### config.mk
export PLATFORM = sky130hd
export DESIGN_NAME = pixel_frame_capture
export DESIGN_NICKNAME = d
export VERILOG_FILES = /design/src/rtl/pixel_scan_pkg.sv /design/src/rtl/pixel_onehot_dec.sv /design/src/rtl/pixel_frame_capture.sv
export SDC_FILE = /design/constraint.sdc
export NUM_CORES = 1
export LEC_CHECK = 0
export BUFFER_PORTS_ARGS = -buffer_cell sky130_fd_sc_hd__buf_4
export CAP_MARGIN = 20
export CELL_PAD_IN_SITES_DETAIL_PLACEMENT = 0
export CELL_PAD_IN_SITES_GLOBAL_PLACEMENT = 1
export CORE_MARGIN = 4
export CORE_UTILIZATION = 25
export DETAILED_ROUTE_END_ITERATION = 16
export PLACE_DENSITY_LB_ADDON = 0.1
export SETUP_SLACK_MARGIN = 0.2
export SLEW_MARGIN = 30
export SYNTH_ARGS = -nofsm -noshare
export SYNTH_HDL_FRONTEND = slang
export SYNTH_SLANG_ARGS = --single-unit
export TNS_END_PERCENT = 100
### constraint.sdc
create_clock -name clk -period 3.55 [get_ports clk]
set_clock_uncertainty 0.15 [all_clocks]
set_input_delay 0.71 -clock clk [delete_from_list [all_inputs] [get_ports clk]]
set_output_delay 0.71 -clock clk [all_outputs]
set_load 0.01 [all_outputs]
### src/rtl/pixel_scan_pkg.sv
`default_nettype none
// ============================================================================
// Module      : pixel_scan_pkg
// Description : Shared types, geometry constants and the one-hot decoder
//               function for the 3x3 pixel frame capture block.
// Revision    : 1.0 - initial release
// ============================================================================
package pixel_scan_pkg;

  localparam int NROWS = 3;
  localparam int NCOLS = 3;
  localparam int NPIX  = NROWS * NCOLS;

  typedef enum logic [1:0] {
    ST_IDLE    = 2'd0,
    ST_ARMED   = 2'd1,
    ST_CAPTURE = 2'd2,
    ST_DRAIN   = 2'd3
  } cap_state_e;

  typedef struct packed {
    logic       valid;
    logic [1:0] idx;
  } onehot_idx_t;

  function automatic onehot_idx_t onehot_to_idx(input logic [2:0] oh);
    onehot_idx_t res;
    res.valid = 1'b1;
    res.idx   = 2'd0;
    case (oh)
      3'b001:  res.idx = 2'd0;
      3'b010:  res.idx = 2'd1;
      3'b100:  res.idx = 2'd2;
      default: res.valid = 1'b0;
    endcase
    return res;
  endfunction

endpackage
`default_nettype wire

### src/rtl/pixel_onehot_dec.sv
`default_nettype none
// ============================================================================
// Module      : pixel_onehot_dec
// Description : Validates a 3-bit one-hot select and encodes it to an index.
// Revision    : 1.0 - initial release
// ============================================================================
module pixel_onehot_dec
  import pixel_scan_pkg::*;
(
  input  logic [2:0] oh_i,
  output logic [1:0] idx_o,
  output logic       valid_o
);

  onehot_idx_t w_dec;

  assign w_dec   = onehot_to_idx(oh_i);
  assign idx_o   = w_dec.idx;
  assign valid_o = w_dec.valid;

endmodule
`default_nettype wire

### src/rtl/pixel_frame_capture.sv
`default_nettype none
// ============================================================================
// Module      : pixel_frame_capture
// Description : Captures a 3x3 scanned frame into a buffer and drains it as a
//               valid/ready pixel stream. Define PIXEL_CAPTURE_ERRCNT_EN to
//               add the saturating err_cnt output.
// Revision    : 1.0 - initial release
// ============================================================================
module pixel_frame_capture
  import pixel_scan_pkg::*;
#(
  parameter int PIX_W = 12
) (
  input  logic             clk,
  input  logic             master_rst_n,
  input  logic             fsync,
  input  logic             intg,
  input  logic [2:0]       row,
  input  logic [2:0]       col,
  input  logic [PIX_W-1:0] pix_data,
  input  logic             out_ready,
  output logic             out_valid,
  output logic [PIX_W-1:0] out_data,
  output logic [1:0]       out_row,
  output logic [1:0]       out_col,
  output logic             out_last,
  output logic             frame_done,
`ifdef PIXEL_CAPTURE_ERRCNT_EN
  output logic [7:0]       err_cnt,
`endif
  output logic             err_proto,
  output logic             err_overrun
);

  localparam logic [NPIX-1:0] MASK_ONE = {{(NPIX-1){1'b0}}, 1'b1};

  cap_state_e       state_q, state_d;
  logic             intg_q;
  logic [NPIX-1:0]  mask_q, mask_d;
  logic [3:0]       idx_q, idx_d;
  logic [PIX_W-1:0] pix_buf_q [NPIX];

  logic             out_valid_q, out_valid_d;
  logic [PIX_W-1:0] out_data_q, out_data_d;
  logic [1:0]       out_row_q, out_row_d;
  logic [1:0]       out_col_q, out_col_d;
  logic             out_last_q, out_last_d;
  logic             frame_done_q, frame_done_d;
  logic             err_proto_q, err_proto_d;
  logic             err_overrun_q, err_overrun_d;

  logic [1:0]       w_row_idx, w_col_idx;
  logic             w_row_ok, w_col_ok;
  logic             w_cap_en, w_drain_en, w_enter_armed;
  logic             w_strobe, w_coord_ok, w_dup, w_good_wr, w_bad_strobe;
  logic [3:0]       w_pix;
  logic             w_fall, w_incomplete, w_fsync_restart, w_fsync_overrun;
  logic [NPIX-1:0]  w_mask_upd;
  logic             w_xfer, w_last_xfer, w_load;
  logic [1:0]       w_ld_row, w_ld_col;

  pixel_onehot_dec u_row_dec (
    .oh_i    (row),
    .idx_o   (w_row_idx),
    .valid_o (w_row_ok)
  );

  pixel_onehot_dec u_col_dec (
    .oh_i    (col),
    .idx_o   (w_col_idx),
    .valid_o (w_col_ok)
  );

  // FSM: state register
  always_ff @(posedge clk or negedge master_rst_n) begin
    if (!master_rst_n) state_q <= ST_IDLE;
    else               state_q <= state_d;
  end

  // FSM: next state; fsync restarts any frame still being captured
  always_comb begin
    state_d = state_q;
    case (state_q)
      ST_IDLE:    if (fsync) state_d = ST_ARMED;
      ST_ARMED:   if (fsync) state_d = ST_ARMED;
                  else if (intg) state_d = ST_CAPTURE;
      ST_CAPTURE: if (fsync) state_d = ST_ARMED;
                  else if (w_fall) state_d = ST_DRAIN;
      ST_DRAIN:   if (w_last_xfer) state_d = ST_IDLE;
      default:    state_d = ST_IDLE;
    endcase
  end

  // FSM: per-state controls
  always_comb begin
    w_cap_en      = (state_q == ST_CAPTURE) && !fsync;
    w_drain_en    = (state_q == ST_DRAIN);
    w_enter_armed = fsync && (state_q != ST_DRAIN);
  end

  assign w_strobe        = w_cap_en && (col != 3'b000);
  assign w_coord_ok      = w_row_ok && w_col_ok;
  assign w_pix           = 4'(w_row_idx) * 4'd3 + 4'(w_col_idx);
  assign w_dup           = w_coord_ok && mask_q[w_pix];
  assign w_good_wr       = w_strobe && w_coord_ok && !w_dup;
  assign w_bad_strobe    = w_strobe && !w_good_wr;
  assign w_fall          = intg_q && !intg;
  assign w_mask_upd      = w_good_wr ? (mask_q | (MASK_ONE << w_pix)) : mask_q;
  assign w_incomplete    = w_cap_en && w_fall && (w_mask_upd != {NPIX{1'b1}});
  assign w_fsync_restart = w_enter_armed && (state_q != ST_IDLE);
  assign w_fsync_overrun = fsync && w_drain_en;

  assign w_xfer      = out_valid_q && out_ready;
  assign w_last_xfer = w_xfer && out_last_q;
  assign w_load      = w_drain_en && (idx_q < 4'(NPIX)) && (!out_valid_q || out_ready);

  always_comb begin
    if (idx_q >= 4'd6) begin
      w_ld_row = 2'd2;
      w_ld_col = 2'(idx_q - 4'd6);
    end else if (idx_q >= 4'd3) begin
      w_ld_row = 2'd1;
      w_ld_col = 2'(idx_q - 4'd3);
    end else begin
      w_ld_row = 2'd0;
      w_ld_col = idx_q[1:0];
    end
  end

  always_comb begin
    mask_d        = w_enter_armed ? '0 : w_mask_upd;
    idx_d         = idx_q;
    out_valid_d   = out_valid_q;
    out_data_d    = out_data_q;
    out_row_d     = out_row_q;
    out_col_d     = out_col_q;
    out_last_d    = out_last_q;
    frame_done_d  = w_last_xfer;
    err_proto_d   = err_proto_q | w_bad_strobe | w_incomplete | w_fsync_restart;
    err_overrun_d = err_overrun_q | w_fsync_overrun;
    if (!w_drain_en) begin
      idx_d       = '0;
      out_valid_d = 1'b0;
      out_last_d  = 1'b0;
    end else if (w_load) begin
      // Pixels never strobed this frame drain as zero
      idx_d       = idx_q + 4'd1;
      out_valid_d = 1'b1;
      out_data_d  = mask_q[idx_q] ? pix_buf_q[idx_q] : '0;
      out_row_d   = w_ld_row;
      out_col_d   = w_ld_col;
      out_last_d  = (idx_q == 4'(NPIX - 1));
    end else if (w_last_xfer) begin
      out_valid_d = 1'b0;
      out_last_d  = 1'b0;
    end
  end

  always_ff @(posedge clk or negedge master_rst_n) begin
    if (!master_rst_n) begin
      intg_q        <= 1'b0;
      mask_q        <= '0;
      idx_q         <= '0;
      out_valid_q   <= 1'b0;
      out_data_q    <= '0;
      out_row_q     <= '0;
      out_col_q     <= '0;
      out_last_q    <= 1'b0;
      frame_done_q  <= 1'b0;
      err_proto_q   <= 1'b0;
      err_overrun_q <= 1'b0;
    end else begin
      intg_q        <= intg;
      mask_q        <= mask_d;
      idx_q         <= idx_d;
      out_valid_q   <= out_valid_d;
      out_data_q    <= out_data_d;
      out_row_q     <= out_row_d;
      out_col_q     <= out_col_d;
      out_last_q    <= out_last_d;
      frame_done_q  <= frame_done_d;
      err_proto_q   <= err_proto_d;
      err_overrun_q <= err_overrun_d;
    end
  end

  // Pixel storage is deliberately left out of reset; the mask qualifies it
  always_ff @(posedge clk) begin
    if (w_good_wr) pix_buf_q[w_pix] <= pix_data;
  end

`ifdef PIXEL_CAPTURE_ERRCNT_EN
  logic [7:0] err_cnt_q, err_cnt_d;
  logic [2:0] w_evt_num;
  logic [8:0] w_cnt_sum;

  assign w_evt_num = 3'(w_bad_strobe) + 3'(w_incomplete)
                   + 3'(w_fsync_restart) + 3'(w_fsync_overrun);
  assign w_cnt_sum = {1'b0, err_cnt_q} + {6'd0, w_evt_num};
  assign err_cnt_d = w_cnt_sum[8] ? 8'hFF : w_cnt_sum[7:0];

  always_ff @(posedge clk or negedge master_rst_n) begin
    if (!master_rst_n) err_cnt_q <= '0;
    else               err_cnt_q <= err_cnt_d;
  end

  assign err_cnt = err_cnt_q;
`endif

  assign out_valid   = out_valid_q;
  assign out_data    = out_data_q;
  assign out_row     = out_row_q;
  assign out_col     = out_col_q;
  assign out_last    = out_last_q;
  assign frame_done  = frame_done_q;
  assign err_proto   = err_proto_q;
  assign err_overrun = err_overrun_q;

endmodule
`default_nettype wire
== Word level (Yosys, flattened, before mapping) ==
Memories as Yosys holds them, arrays and structs flattened.
Cells that the tools add are included.
W data, S select, Z words.
Storage, ports and cells
  bits in registers: 37
  memory bits (writable): 108
  bits of input ports: 23
  output and inout port bits: 21
  word-level logic and storage cells: 108
  memories kept: 1
Memories
  pix_buf_q: words 9, bits a word 12, read ports 1, clocked after memory_dff 0, wr ports 1, RTL line pixel_frame_capture.sv:41  | logic [PIX_W-1:0] pix_buf_q [NPIX];
Operators by class
  add/subtract/negate cells: 4
  $mul: 1
  $lt $le $gt $ge: 5
  eq/ne operators: 18
  shifts and indexed selects: 1
  muxes and demuxes: 31
  bitwise gates (word level): 5
  reductions and logical operators: 30
Operators by type and width (number)
  $mux W2: 9
  $mux W9: 2
  $logic_and A1 B1 Y1: 17
  $mux W1: 12
  $mux W12: 1
  $lt A4 B5 Y1 const B: 2
  $ne A9 B9 Y1 const B: 1
  $or A9 B9 Y9: 1
  $shl A1 B4 Y9 const A: 1
  $bmux W1 S4: 2
  $mux W4: 2
  $pmux W2 S2: 2
  $pmux W2 S4: 1
  $eq A3 B1 Y1 const B: 2
  $eq A3 B2 Y1 const B: 2
  $eq A3 B3 Y1 const B: 2
  $ne A2 B2 Y1 const B: 3
  $ne A3 B3 Y1 const B: 2
  $reduce_or A3 Y1: 2
  $logic_not A1 Y1: 5
  $add A4 B1 Y4 const B: 1
  $add A4 B2 Y4: 1
  $eq A2 B2 Y1 const B: 2
  $eq A4 B4 Y1 const B: 1
  15 further kinds: 19

== Logic depth before layout (Yosys ltp) ==
  word-level depth: 14
  depth in mapped cells: 13
  mapped depth without buffers: 12

== By module ==
A second synthesis with hierarchy kept.
Unflattened totals
  cell total of the unflattened synthesis: 406
  area total of the unflattened synthesis: 6194.7 µm²
Modules (own cells, without submodules)
  pixel_frame_capture: instances 1, cells each 398, area each 6122.1 µm², seq. area each 4169.0 µm²
  pixel_onehot_dec: instances 2, cells each 4, area each 36.3 µm², seq. area each 0.0 µm²

== Worst setup path after synthesis ==
Ideal clock, no wire load.
  path type: input to register
  from: in row[1]
  to: mem pix_buf_q[2][0] (enable)
  setup time: 381 ps
  arrival: 3399 ps
  required time: 3019 ps
  setup slack: -380 ps
  cell stages on the path: 11
  path buffers: 1
  cell sequence: xnor2_1 > nor2_1 > ha_1 > ha_1 > inv_1 > fa_1 > clkbuf_1 > a311oi_1 > and3_4 > nand3_4 > nor3b_2
Between the ends
  longest elaborated chain between the ends: 11
  elaborated cells between the ends (all ways): 17
  those cells by class: add/sub: 1; mul: 1; eq/ne: 3; mux: 6; reduce/logical: 6
Ends and longest elaborated chain
  start: declaration: RTL line pixel_frame_capture.sv:18  | input logic [2:0] row,
  $eq A3 B3 Y1 or $eq A3 B2 Y1 (tied branches): RTL line pixel_scan_pkg.sv:30  | case (oh)
  $pmux W2 S2: RTL line pixel_scan_pkg.sv:30
  $mul A2 B2 Y4: RTL line pixel_frame_capture.sv:103  | assign w_pix = 4'(w_row_idx) * 4'd3 + 4'(w_col_idx);
  $add A4 B2 Y4: RTL line pixel_frame_capture.sv:103
  $bmux W1 S4: RTL line pixel_frame_capture.sv:104  | assign w_dup = w_coord_ok && mask_q[w_pix];
  $mux W1 (not written as such): RTL line pixel_frame_capture.sv:104
  $logic_and A1 B1 Y1: RTL line pixel_frame_capture.sv:104
  $logic_not A1 Y1: RTL line pixel_frame_capture.sv:105  | assign w_good_wr = w_strobe && w_coord_ok && !w_dup;
  $logic_and A1 B1 Y1: RTL line pixel_frame_capture.sv:105
  $mux W1: RTL line pixel_frame_capture.sv:189  | if (w_good_wr) pix_buf_q[w_pix] <= pix_data;
  $mux W1 (not written as such): RTL line pixel_frame_capture.sv:189
  end: declaration: RTL line pixel_frame_capture.sv:41
Parallel ways exist; a longest one is shown, timed or not. The select of a mux whose other input is x is not followed.

== Worst setup path after layout ==
  from: in row[1]
  to: mem pix_buf_q[2][7] (enable)
Same word-level chain as after synthesis.

==> flow_metrics.tcl <==
set metrics [dict create \
    cts_made_buffers 17 \
    path_cells "buf_4, xnor2_4, nor2_1, ha_1, ha_1, inv_1, fa_2, inv_2, a311oi_2, and3_4, nand3_4, nor3b_4, buf_12" \
    multi_input_area_sq_um 2000 \
    powerDensity_nw_per_um2 591 \
    die-height_microns 166 \
    end_kind "flop" \
    finalCritPeriodShare_pct 89.9 \
    initial_core_util_pct 25.5 \
    crit_arrival_ps 3160 \
    drv_slew 0 \
    clock_latency_ps 410 \
    fmax_mhz 313 \
    grt_pass1_wl_microns 24300 \
    synthTopCellsByArea "edfxtp_1, dfrtp_1, mux4_2" \
    avgSynthCellArea_sq_um 15.1 \
    area_delta_synth_final_pct 26.4 \
    io-pin-count 44 \
    row_count 57 \
    clkSinkCount 145 \
    holdWs_ps 152 \
    syn_nets 443 \
    synth_top_flop_cell "edfxtp_1" \
    place_area_sq_um 7210 \
    via_count 3704 \
    dp_slack_ps -93.5 \
    grt_setup_unrepaired "false" \
    finalPower_mw 4.66 \
    core_area_sq_um 24500 \
    yosys_warnings 0 \
    start_kind "primary input" \
    grt_start_max_net_pins 38 \
    cts.clk_slew.worst_paths_ps 60 \
    grt_util_all_layers_pct 11.7 \
    placed_cells 784 \
    setup_viol 0 \
    routed_wl_microns 15600 \
    clk_path_buf_depth 2 \
    path_common_cell "ha_1" \
    r2r_cells 6 \
    final_area_sq_um 7900 \
    synthTopCellsByCount "edfxtp_1, dfrtp_1, nor2_1" \
    antenna_found_initial 1 \
    wl_per_cell_microns 19.1 \
    min_period_ps 3190 \
    netlist_instances 413 \
    hold_class "primary input to asynchronous set/reset pin" \
    tightest_slew_ps 862 \
    final_layout_size_suffix_gt1_share_pct 30.9 \
    ys_types 53 \
    crit_family "adder cells" \
    grt_overflow 0 \
    cp_max_fo 13 \
    diodes 0 \
    drt_drc_violations_left 0 \
    ir_drop_mv 0.319 \
    p_leak_nw 2.77 \
    crit_required_ps 3520 \
    crit_type "primary input to flop" \
    synth.most_common_cell "edfxtp_1" \
    hold_viol_final 0 \
    yosysTopAreaCell "edfxtp_1" \
    synth_edf_count 108 \
    hold_buffers 0 \
    cts_root_buf "clkbuf_16" \
    path_depth 13 \
    slowest_delay_ps 540 \
    gp_congestion 0.743 \
    cts_tree "yes" \
    first_pass_iters 4 \
    layoutNonFillerInstCount 816 \
    relSlewSlack_pct 42.5 \
    htree_levels 4 \
    maxCapViolations 0 \
    synthArstFlopShare_pct 25.5 \
    dpl.hpwl_microns 10100 \
    placement.io_buffers 43 \
    yosysSeqAreaShare_pct 66.7 \
    path_buf_inv 4 \
    nFillCells 2407 \
    fin_util_pct 32.3 \
    cpMaxStageDelayCell "fa_2" \
    first_global_vias 3867 \
    syn_area_sq_um 6250 \
    die_w_microns 166 \
    synth_seq_cells 145 \
    first_iter_violations 247 \
    netlist.area_leader.share_pct 51.9 \
    final_nets 509 \
    vias_per_cell 4.54 \
    final-seq-area_sq_um 4170 \
    tns_ps 0 \
    layout_setup_ws_ps 359 \
    die_area_sq_um 27600 \
    ant_nets 0 \
    outcome "completed" \
]
## where the power goes
part / internal (mW) / switching (mW) / leakage (nW) / total (mW)
registers: 1.87 / 0.0644 / 1.47 / 1.93
logic: 0.306 / 0.385 / 0.967 / 0.691
clock network: 1.33 / 0.711 / 0.333 / 2.04
## sequential cells by signal (all words and copies together) (netlist names)
name / count
out_last: 1
err_overrun: 1
state_q: 2
err_proto: 1
intg_q: 1
mask_q: 9
pix_buf_q: 108
out_valid: 1
out_data: 12
idx_q: 4
frame_done: 1
out_col: 2
out_row: 2
## logic make-up (layout without fill, tap and decap cells)
logic type	after synthesis	count (layout)	synth area share, %
xor+xnor	5	5	0.701
buf+inv	33	112	2.38
simple gates	103	103	8.73
compound gates	74	74	7.27
fa+ha+maj	8	8	1.70
mux	45	45	12.5
flops	145	145	66.7
## cell usage in the layout, fill, tap and decap left out, types with 8 or more instances in the layout
cell type,count
a21oi_1,25
mux4_2,26
mux2i_1,16
nand3_1,8
nor2_1,30
inv_1,10
nand2_1,30
o21ai_0,23
buf_4,62
clkbuf_16,17
dfrtp_1,36
edfxtp_1,108
o21a_1,8
## layout make-up
cell class | count | area share [%]
clock inverters | 15 | 3.23
flip-flops and latches | 145 | 52.8
well taps | 324 | 5.13
inverters | 11 | 0.523
clock buffers | 17 | 5.39
repair buffers | 69 | 7.67
multi-input cells | 235 | 25.3
## path summary, 6_finish.rpt
kind                                        start                         to  slack (ps)
setup / recovery                           row[1]  pix_buf_q[2][7]$_DFFE_PP_         360
min in group clk                             intg           intg_q$_DFF_PN0_         270
setup reg to reg             idx_q[3]$_DFFE_PN0P_    out_data[0]$_DFFE_PN0P_         880
hold / removal                       master_rst_n           intg_q$_DFF_PN0_         150
hold reg to reg            out_col[1]$_DFFE_PN0P_     out_col[1]$_DFFE_PN0P_         330
max in group asynchronous            master_rst_n       idx_q[0]$_DFFE_PN0P_        2660
## timing repair
action / in CTS / in global routing
resized for setup: 0 / 1
setup buffers: 0 / 0
setup endpoints to repair: 0 / 4
## routing by layer
layer | GRT usage (%) | vias to the layer above | part of all wire, %
met4 | 2.69 | 0 | 0.62
met1 | 16.5 | 1913 | 48
met5 | 0 | - | 0
li1 | - | 1715 | -
met2 | 18.3 | 70 | 47
met3 | 3.05 | 6 | 3.8
## worst register-to-register path, cell delays in order (launching register included)
cell and delay (ps):
dfrtp_1 770, mux2i_1 330, o22ai_1 100, o21ai_0 160, o21ai_0 100, nand2b_1 640, o21ai_0 230
(Power assumes the default switching activity.)
